**config.mk**
```make
export PLATFORM = sky130hd
export DESIGN_NAME = score_seg7_driver
export DESIGN_NICKNAME = d
export VERILOG_FILES = /design/src/rtl/seg7_pkg.sv /design/src/rtl/bcd2_counter.sv /design/src/rtl/score_seg7_driver.sv
export SDC_FILE = /design/constraint.sdc
export NUM_CORES = 1
export LEC_CHECK = 0
export CORE_MARGIN = 4
export CORE_UTILIZATION = 55
export CTS_CLUSTER_DIAMETER = 100
export DETAILED_ROUTE_END_ITERATION = 7
export GPL_ROUTABILITY_DRIVEN = 0
export HOLD_SLACK_MARGIN = 0.08
export PLACE_DENSITY = 0.89
export SETUP_SLACK_MARGIN = 0.05
export SYNTH_ARGS = -nofsm -noshare
export SYNTH_HDL_FRONTEND = slang
export SYNTH_SLANG_ARGS = --single-unit
```
**constraint.sdc**
```tcl
create_clock -name clk -period 3.9 [get_ports clk]
set_clock_uncertainty 0.15 [all_clocks]
set_input_delay 0.585 -clock clk [delete_from_list [all_inputs] [get_ports clk]]
set_output_delay 0.585 -clock clk [all_outputs]
set_load 0.02 [all_outputs]
```
**src/rtl/seg7_pkg.sv**
```systemverilog
// Shared seven-segment definitions: active-low glyphs, BCD decode and the scan slot type.
package seg7_pkg;

  localparam logic [7:0] SEG_0     = 8'hC0;
  localparam logic [7:0] SEG_1     = 8'hF9;
  localparam logic [7:0] SEG_2     = 8'hA4;
  localparam logic [7:0] SEG_3     = 8'hB0;
  localparam logic [7:0] SEG_4     = 8'h99;
  localparam logic [7:0] SEG_5     = 8'h92;
  localparam logic [7:0] SEG_6     = 8'h82;
  localparam logic [7:0] SEG_7     = 8'hF8;
  localparam logic [7:0] SEG_8     = 8'h80;
  localparam logic [7:0] SEG_9     = 8'h90;
  localparam logic [7:0] SEG_BLANK = 8'hFF;
  localparam logic [7:0] SEG_DASH  = 8'hBF;

  typedef enum logic [1:0] {
    S0 = 2'd0,
    S1 = 2'd1,
    S2 = 2'd2,
    S3 = 2'd3
  } slot_t;

  // Non-decimal codes show a lone dash so a corrupted counter is visible.
  function automatic logic [7:0] bcd_to_seg(input logic [3:0] d);
    case (d)
      4'd0:    return SEG_0;
      4'd1:    return SEG_1;
      4'd2:    return SEG_2;
      4'd3:    return SEG_3;
      4'd4:    return SEG_4;
      4'd5:    return SEG_5;
      4'd6:    return SEG_6;
      4'd7:    return SEG_7;
      4'd8:    return SEG_8;
      4'd9:    return SEG_9;
      default: return SEG_DASH;
    endcase
  endfunction

endpackage

```
**src/rtl/bcd2_counter.sv**
```systemverilog
// Two-digit BCD win counter: clear beats increment, saturates at 99.
module bcd2_counter (
  input  logic       clk,
  input  logic       clr_n,
  input  logic       clr,
  input  logic       inc,
  output logic [7:0] q
);

  logic [7:0] r_q;
  logic [7:0] w_q_nx;

  always_comb begin
    w_q_nx = r_q;
    if (clr) begin
      w_q_nx = 8'h00;
    end else if (inc && (r_q != 8'h99)) begin
      if (r_q[3:0] >= 4'd9) begin
        w_q_nx = {r_q[7:4] + 4'd1, 4'd0};
      end else begin
        w_q_nx = {r_q[7:4], r_q[3:0] + 4'd1};
      end
    end
  end

  always_ff @(posedge clk) begin
    if (!clr_n) begin
      r_q <= 8'h00;
    end else begin
      r_q <= w_q_nx;
    end
  end

  assign q = r_q;

endmodule

```
**src/rtl/score_seg7_driver.sv**
```systemverilog
// Two-player BCD scoreboard driving a four-digit multiplexed seven-segment display
// with a blanking guard at the start of every digit slot.
module score_seg7_driver
  import seg7_pkg::*;
#(
  parameter int REFRESH_DIV = 25000,
  parameter int GUARD       = 64,
  parameter bit BLANK_LZ    = 1'b1
) (
  input  logic       clk,
  input  logic       clr_n,
  input  logic       p1_win,
  input  logic       p2_win,
  input  logic       score_clr,
  output logic [7:0] seg,
  output logic [3:0] an,
  output logic [7:0] p1_score,
  output logic [7:0] p2_score
);

  localparam int PW = (REFRESH_DIV > 1) ? $clog2(REFRESH_DIV) : 1;
  localparam logic [PW-1:0] P_LAST  = PW'(REFRESH_DIV - 1);
  localparam logic [PW-1:0] P_GUARD = PW'(GUARD);

  logic [PW-1:0] r_presc;
  logic [PW-1:0] w_presc_nx;
  slot_t         r_slot;
  slot_t         w_slot_nx;
  logic [3:0]    r_digit;
  logic [3:0]    w_digit_nx;
  logic          w_tens_nx;
  logic          w_wrap;
  logic          w_p1_inc;
  logic          w_p2_inc;
  logic [3:0]    r_an;
  logic [7:0]    r_seg;
  logic [3:0]    w_an_nx;
  logic [7:0]    w_seg_nx;

  // Simultaneous wins are treated as a glitch and both are dropped.
  assign w_p1_inc = p1_win & ~p2_win;
  assign w_p2_inc = p2_win & ~p1_win;

  bcd2_counter u_p1_cnt (
    .clk   (clk),
    .clr_n (clr_n),
    .clr   (score_clr),
    .inc   (w_p1_inc),
    .q     (p1_score)
  );

  bcd2_counter u_p2_cnt (
    .clk   (clk),
    .clr_n (clr_n),
    .clr   (score_clr),
    .inc   (w_p2_inc),
    .q     (p2_score)
  );

  assign w_wrap     = (r_presc == P_LAST);
  assign w_presc_nx = w_wrap ? '0 : r_presc + 1'b1;

  always_comb begin
    w_slot_nx = r_slot;
    if (w_wrap) begin
      case (r_slot)
        S0:      w_slot_nx = S1;
        S1:      w_slot_nx = S2;
        S2:      w_slot_nx = S3;
        default: w_slot_nx = S0;
      endcase
    end
  end

  // The digit is latched only at the slot boundary so a mid-slot win cannot alter the glyph.
  always_comb begin
    w_digit_nx = r_digit;
    if (w_wrap) begin
      case (w_slot_nx)
        S0:      w_digit_nx = p2_score[3:0];
        S1:      w_digit_nx = p2_score[7:4];
        S2:      w_digit_nx = p1_score[3:0];
        default: w_digit_nx = p1_score[7:4];
      endcase
    end
  end

  assign w_tens_nx = (w_slot_nx == S1) || (w_slot_nx == S3);

  // Outputs are computed from next-state values so the pins line up with the prescaler count.
  always_comb begin
    w_an_nx  = 4'hF;
    w_seg_nx = SEG_BLANK;
    if (w_presc_nx >= P_GUARD) begin
      w_an_nx = ~(4'b0001 << w_slot_nx);
      if (BLANK_LZ && w_tens_nx && (w_digit_nx == 4'd0)) begin
        w_seg_nx = SEG_BLANK;
      end else begin
        w_seg_nx = bcd_to_seg(w_digit_nx);
      end
    end
  end

  always_ff @(posedge clk) begin
    if (!clr_n) begin
      r_presc <= '0;
      r_slot  <= S0;
    end else begin
      r_presc <= w_presc_nx;
      r_slot  <= w_slot_nx;
    end
  end

  always_ff @(posedge clk) begin
    if (!clr_n) begin
      r_digit <= 4'd0;
      r_an    <= 4'hF;
      r_seg   <= SEG_BLANK;
    end else begin
      r_digit <= w_digit_nx;
      r_an    <= w_an_nx;
      r_seg   <= w_seg_nx;
    end
  end

  assign an  = r_an;
  assign seg = r_seg;

endmodule

```
# Word-level counts from Yosys, hierarchy flattened
# Memories as Yosys holds them, arrays and structs flattened. A register that Yosys moved wholly into a read port is not among the register bits.
# Cells that the tools add are included.
[op_classes]
n_reduce_logical = 12
n_shift = 1
addsub = 5
n_mux = 7
bitwise = 7
eq_ne = 8
n_lt_le_gt_ge = 3
[ops]
columns = ["op", "n"]
rows = [
  ["adder 4 x 1 -> 4 bit, second input constant", 4],
  ["inequality test 8 bit, second input constant", 2],
  ["adder 15 x 1 -> 15 bit, second input constant", 1],
  ["equality test 15 bit, second input constant", 1],
  [">= comparator 15 x 7 -> 1 bit, second input constant", 1],
  ["two-way mux 15 bit", 1],
  ["two-way mux 4 bit", 3],
  ["one-hot mux 4 bit (3 select lines)", 1],
  [">= comparator 4 bit, second input constant", 2],
  ["equality test 2 bit, second input constant", 3],
  ["one-hot mux 2 bit (3 select lines)", 1],
  ["AND reduction 2 bit", 3],
  ["equality test 2 x 1 -> 1 bit, second input constant", 2],
  ["zero test 2 bit", 2],
  ["zero test 4 bit", 1],
  ["NOT 1 bit", 4],
  ["NOT 4 bit", 1],
  ["<< shifter 1 x 2 -> 4 bit, first input constant", 1],
  ["logical AND 1 bit", 3],
  ["OR reduction 3 bit", 1],
  ["bitwise AND 1 bit", 2],
  ["two-way mux 2 bit", 1],
  ["OR reduction 2 bit", 1],
  ["logical OR 1 bit", 1],
]
[totals]
ff_bits = 49
in_bits = 5
mem_bits_ro = 112
memories = 1
word_cells = 53
[memory_table]
columns = ["name", "depth", "width", "read_ports", "rd_ports_with_merged_regs", "write_ports", "line", "rtl"]
rows = [
  ["(name not given)", 16, 7, 1, 1, 0, "seg7_pkg.sv:26", "case (d)"],
]

# Logic depth before layout (Yosys ltp)
[logic_depth]
depth_word = 9
depth_mapped = 11
ltp_nobuf = 11

# By module
# From an unflattened synthesis, not the netlist that was laid out.
[hier_totals]
cells_unflattened = 292
hier_area_um2 = 2677.6
[by_module_without_submodules]
columns = ["mod", "seq_area_each_um2", "area_each_um2", "cells_each", "n_inst"]
rows = [
  ["score_seg7_driver", 640.6, 1764.2, 190, 1],
  ["bcd2_counter", 160.2, 456.7, 51, 2],
]

# Least setup slack after synthesis
# Ideal clock, no wire load.
[synth_timing]
path_type = "reg2reg"
startpoint = "register r_slot[0]"
endpoint = "register r_seg[3], in the netlist seg[3]"
slack_ps = 1047
path_stages_with_launch = 11
required_time_ps = 3676
t_arrival_ps = 2629
cell_sequence = "dfxtp_1 inv_1 ha_1 nor2_2 mux4_1 mux2i_1 ha_1 o2111ai_1 o211ai_2 nor3_1 o21ai_0"
[synth_via]
elab_chain_len = 9
[synth_lines]
columns = ["element", "line", "rtl"]
rows = [
  ["start, declared", "score_seg7_driver.sv:27", "slot_t r_slot;"],
  ["start signal, assigned", "score_seg7_driver.sv:110", "r_slot <= w_slot_nx;"],
  ["equality test 2 bit, or another cell as far along", "score_seg7_driver.sv:66", "case (r_slot)"],
  ["one-hot mux 2 bit (3 select lines)", "score_seg7_driver.sv:66", ""],
  ["two-way mux 2 bit (*)", "score_seg7_driver.sv:65", "if (w_wrap) begin"],
  ["equality test 2 bit, or another cell as far along", "score_seg7_driver.sv:79", "case (w_slot_nx)"],
  ["one-hot mux 4 bit (3 select lines)", "score_seg7_driver.sv:79", ""],
  ["two-way mux 4 bit", "score_seg7_driver.sv:78", "if (w_wrap) begin"],
  ["zero test 4 bit", "score_seg7_driver.sv:96", "if (BLANK_LZ && w_tens_nx && (w_digit_nx == 4'd0)) begin"],
  ["logical AND 1 bit", "score_seg7_driver.sv:96", ""],
  ["OR reduction 3 bit (no line)", "-", ""],
  ["end, declared", "score_seg7_driver.sv:36", "logic [7:0] r_seg;"],
]
# Every way passes the cells marked *; elsewhere a longest branch is shown, timed or not.
# A chain may end at the register's enable or synchronous reset.

# Worst setup path after layout
[layout_timing]
startpoint = "register r_slot[0]"
endpoint = "register r_seg[5], in the netlist seg[5]"
# The elaborated chain is that of the path after synthesis.

==> impl_metrics.py <==
metrics = {
    "status": {
        "outcome": "finished clean",
    },
    "logic_synthesis": {
        "netlist_instances": 305,
        "synth_edf_count": 0,
        "async_reset_ff_frac": 0,
        "synth-seq-cells": 48,
        "syn-num-nets": 329,
        "ys_seq_area_frac": 0.357,
        "syn_area_um2": 2690,
        "ys_types": 55,
        "ys_warn_count": 0,
        "postSynthAreaPerCell_um2": 8.83,
        "ys.flop_type": "dfxtp_1",
    },
    "detailed_routing": {
        "num_vias": 2213,
        "dr_wl_met2_um": 2670,
        "drt-total-wl_um": 5560,
        "via_per_inst": 5.60,
        "routedWlPerCell_um": 14.1,
        "wl_met3_um": 205,
        "drc": 0,
        "drt_iter0_markers": 112,
        "final_antenna_net_count": 0,
        "maxUsedRoutingLayer": "met4",
        "first_pass_iters": 4,
        "drt-met1-wl_um": 2590,
    },
    "finish": {
        "fin_util": 0.656,
        "fillers": 379,
        "seqCellArea_um2": 961,
        "nets": 352,
        "antennaDiodeCount": 0,
        "drive_gt1_frac": 0.0610,
        "multi_input_area_um2": 1590,
        "area_growth_pct": 15.1,
    },
    "grt": {
        "grt_pass1_wl_um": 9830,
        "grt_usage": 0.198,
        "grt_pass1_vias": 2195,
        "antenna_found_initial": 0,
        "gr-total-overflow": 0,
        "grt_max_degree": 17,
    },
    "worst_setup_path": {
        "cpPeakStageDelay_ps": 590,
        "r2r_start": "r_slot[0]$_SDFF_PN0_",
        "rrSetupSlack_ps": 550,
        "rr_worst_depth": 10,
        "path_cells": "inv_1, ha_1, nor2_2, mux4_1, mux2i_1, ha_1, o2111ai_1, o211ai_2, a211oi_1, o21ai_0",
        "crit_slowest_cell": "mux4_1",
        "crit_fanout": 7,
        "r2r_end": "seg[5]$_SDFF_PP1_",
        "crit_type": "flop to flop",
        "critPathLaunchType": "flop",
        "crit_top_cell": "ha_1",
        "critPathRequiredTime_ps": 3980,
        "end_kind": "flop",
        "critPathArrivalTime_ps": 3440,
    },
    "job": {
        "maxCapViolCount": 0,
    },
    "pwr": {
        "powerDensity_nw_per_um2": 273,
        "ir_drop_uv": 160,
        "p_leak_nw": 1.15,
    },
    "floorplanning": {
        "io_pins": 33,
        "die-area_um2": 6080,
        "coreArea_um2": 4720,
        "die_width_um": 78.0,
        "dieHeight_um": 78.0,
        "rows": 25,
        "initial_utilization": 0.570,
    },
    "clocking": {
        "cts_sinks": 48,
        "ctsHoldBuffers": 0,
        "root_buffer": "clkbuf_8",
        "cts_resized": 0,
        "clock_path_buffers": 2,
        "clk_latency_ps": 300,
        "cts_buffers": 5,
        "clkTransAtPathRegs_ps": 80,
        "cts_max_level": 2,
        "post_cts_buffers": 0,
        "cts_tree": "yes",
    },
    "hold_path": {
        "min_path_cells": 1,
        "hp-class": "flop to flop",
        "hp-start": "r_slot[0]$_SDFF_PN0_",
        "hold_end": "an[1]$_SDFF_PN1_",
    },
    "timing": {
        "tns_ps": 0,
        "fin_crit_sh": 0.860,
        "tightest_slew_ps": 850,
        "setup_viol": 0,
        "hold_viol": 0,
        "slew-limit-headroom": 0.430,
        "period_needed_ps": 3350,
        "fmax_mhz": 298,
        "rsz0062_at_grt": "false",
        "slew_viol_final": 0,
    },
    "placed_design": {
        "dp_hpwl_um": 4090,
        "io_buffers": 31,
    },
}
-- cell usage after synthesis (7+ instances only) --
cell type / n / area, um^2
nand3_1: 13 / 65.1
dfxtp_1: 48 / 961
xor2_1: 13 / 114
ha_1: 19 / 238
o21ai_0: 8 / 40.0
nor2_1: 42 / 158
xnor2_1: 16 / 140
nand2_1: 23 / 86.3
inv_1: 15 / 56.3
nor3_1: 7 / 35.0
buf_2: 9 / 45.0
nand4_1: 8 / 50.1
-- logic make-up after synthesis --
| family | synth area share |
|---|---|
| compound gates | 0.125 |
| xor+xnor | 0.0943 |
| fa+ha+maj | 0.0883 |
| buf+inv | 0.0520 |
| flops | 0.357 |
| mux | 0.0293 |
| other cells | 0.00139 |
| simple gates | 0.253 |
-- state kept, by name (all words and copies together) (netlist names) --
| register | cells |
|---|---|
| an | 4 |
| r_digit | 4 |
| r_presc | 15 |
| r_slot | 2 |
| seg | 7 |
| u_p1_cnt.q | 8 |
| u_p2_cnt.q | 8 |
-- cell usage in the layout (no fill, tap or decap), drive strengths merged, types with 2 or more instances in the layout --
cell           count
nor4b              2
xor2              13
o211ai             3
a21boi             3
o31ai              5
o21ai              8
nand2             23
clkbuf             7
ha                19
and4               3
inv               15
dfxtp             48
clkdlybuf4s50     31
a211oi             5
xnor2             16
and4bb             2
mux4               2
or2                4
and3               4
nor4               2
or3                3
o21a               2
mux2i              3
or4                2
a31oi              2
nand4              8
a21oi              6
and2               2
nor3               7
nor2b              6
nand4bb            2
nor2              43
nand2b             2
nand3             13
-- per-layer routing --
| layer | global-route usage | vias to the layer above |
|---|---|---|
| li1 | - | 1100 |
| met1 | 0.248 | 1051 |
| met2 | 0.330 | 52 |
| met3 | 0.0406 | 10 |
| met4 | 0.0839 | 0 |
| met5 | 0 | - |
-- power breakdown --
part,internal [W],switching [W]
Sequential,0.000493,0.00000474
Clock,0.000158,0.000159
Combinational,0.0000140,0.0000171
Total,0.000665,0.000181
-- stage by stage --
step	hold slack [ps]	cell area [um^2]	power [W]	instances	setup WS [ps]
floorplan	256	2690	0.000529	305	1050
global placement	282	3000	0.000539	388	781
detailed placement	279	3000	0.000541	388	629
CTS	303	3100	0.000852	395	555
global route	340	3100	0.000871	395	248
finish	301	3100	0.000846	395	547
-- how the worst max path moves through the flow --
stage / start / end / slack [ps]
CTS: r_slot[0]$_SDFF_PN0_ / seg[5]$_SDFF_PP1_ / 550
global placement: r_slot[0]$_SDFF_PN0_ / seg[0]$_SDFF_PP1_ / 780
detailed placement: r_slot[0]$_SDFF_PN0_ / seg[6]$_SDFF_PP1_ / 630
global route: r_slot[0]$_SDFF_PN0_ / seg[0]$_SDFF_PP1_ / 250
finish: r_slot[0]$_SDFF_PN0_ / seg[5]$_SDFF_PP1_ / 550
floorplan: r_slot[0]$_SDFF_PN0_ / seg[3]$_SDFF_PP1_ / 1050
-- final cells by class --
class | instances | share of cell area
Sequential cell | 48 | 0.310
Tap cell | 67 | 0.0270
Timing Repair Buffer | 31 | 0.100
Clock buffer | 7 | 0.0311
Multi-Input combinational cell | 227 | 0.514
Inverter | 15 | 0.0182
-- critical path, delay by kind of cell (launching register included) --
| kind | cells | cell delay (ps) |
|---|---|---|
| AO/OA/AOI/OAI | 4 | 690 |
| adder cells (fa/ha/maj) | 2 | 610 |
| buffers and inverters | 1 | 110 |
| flip-flops | 1 | 400 |
| multiplexers | 2 | 1030 |
| AND/OR/NAND/NOR | 1 | 290 |
No activity file was read; power rests on OpenSTA's default activity.
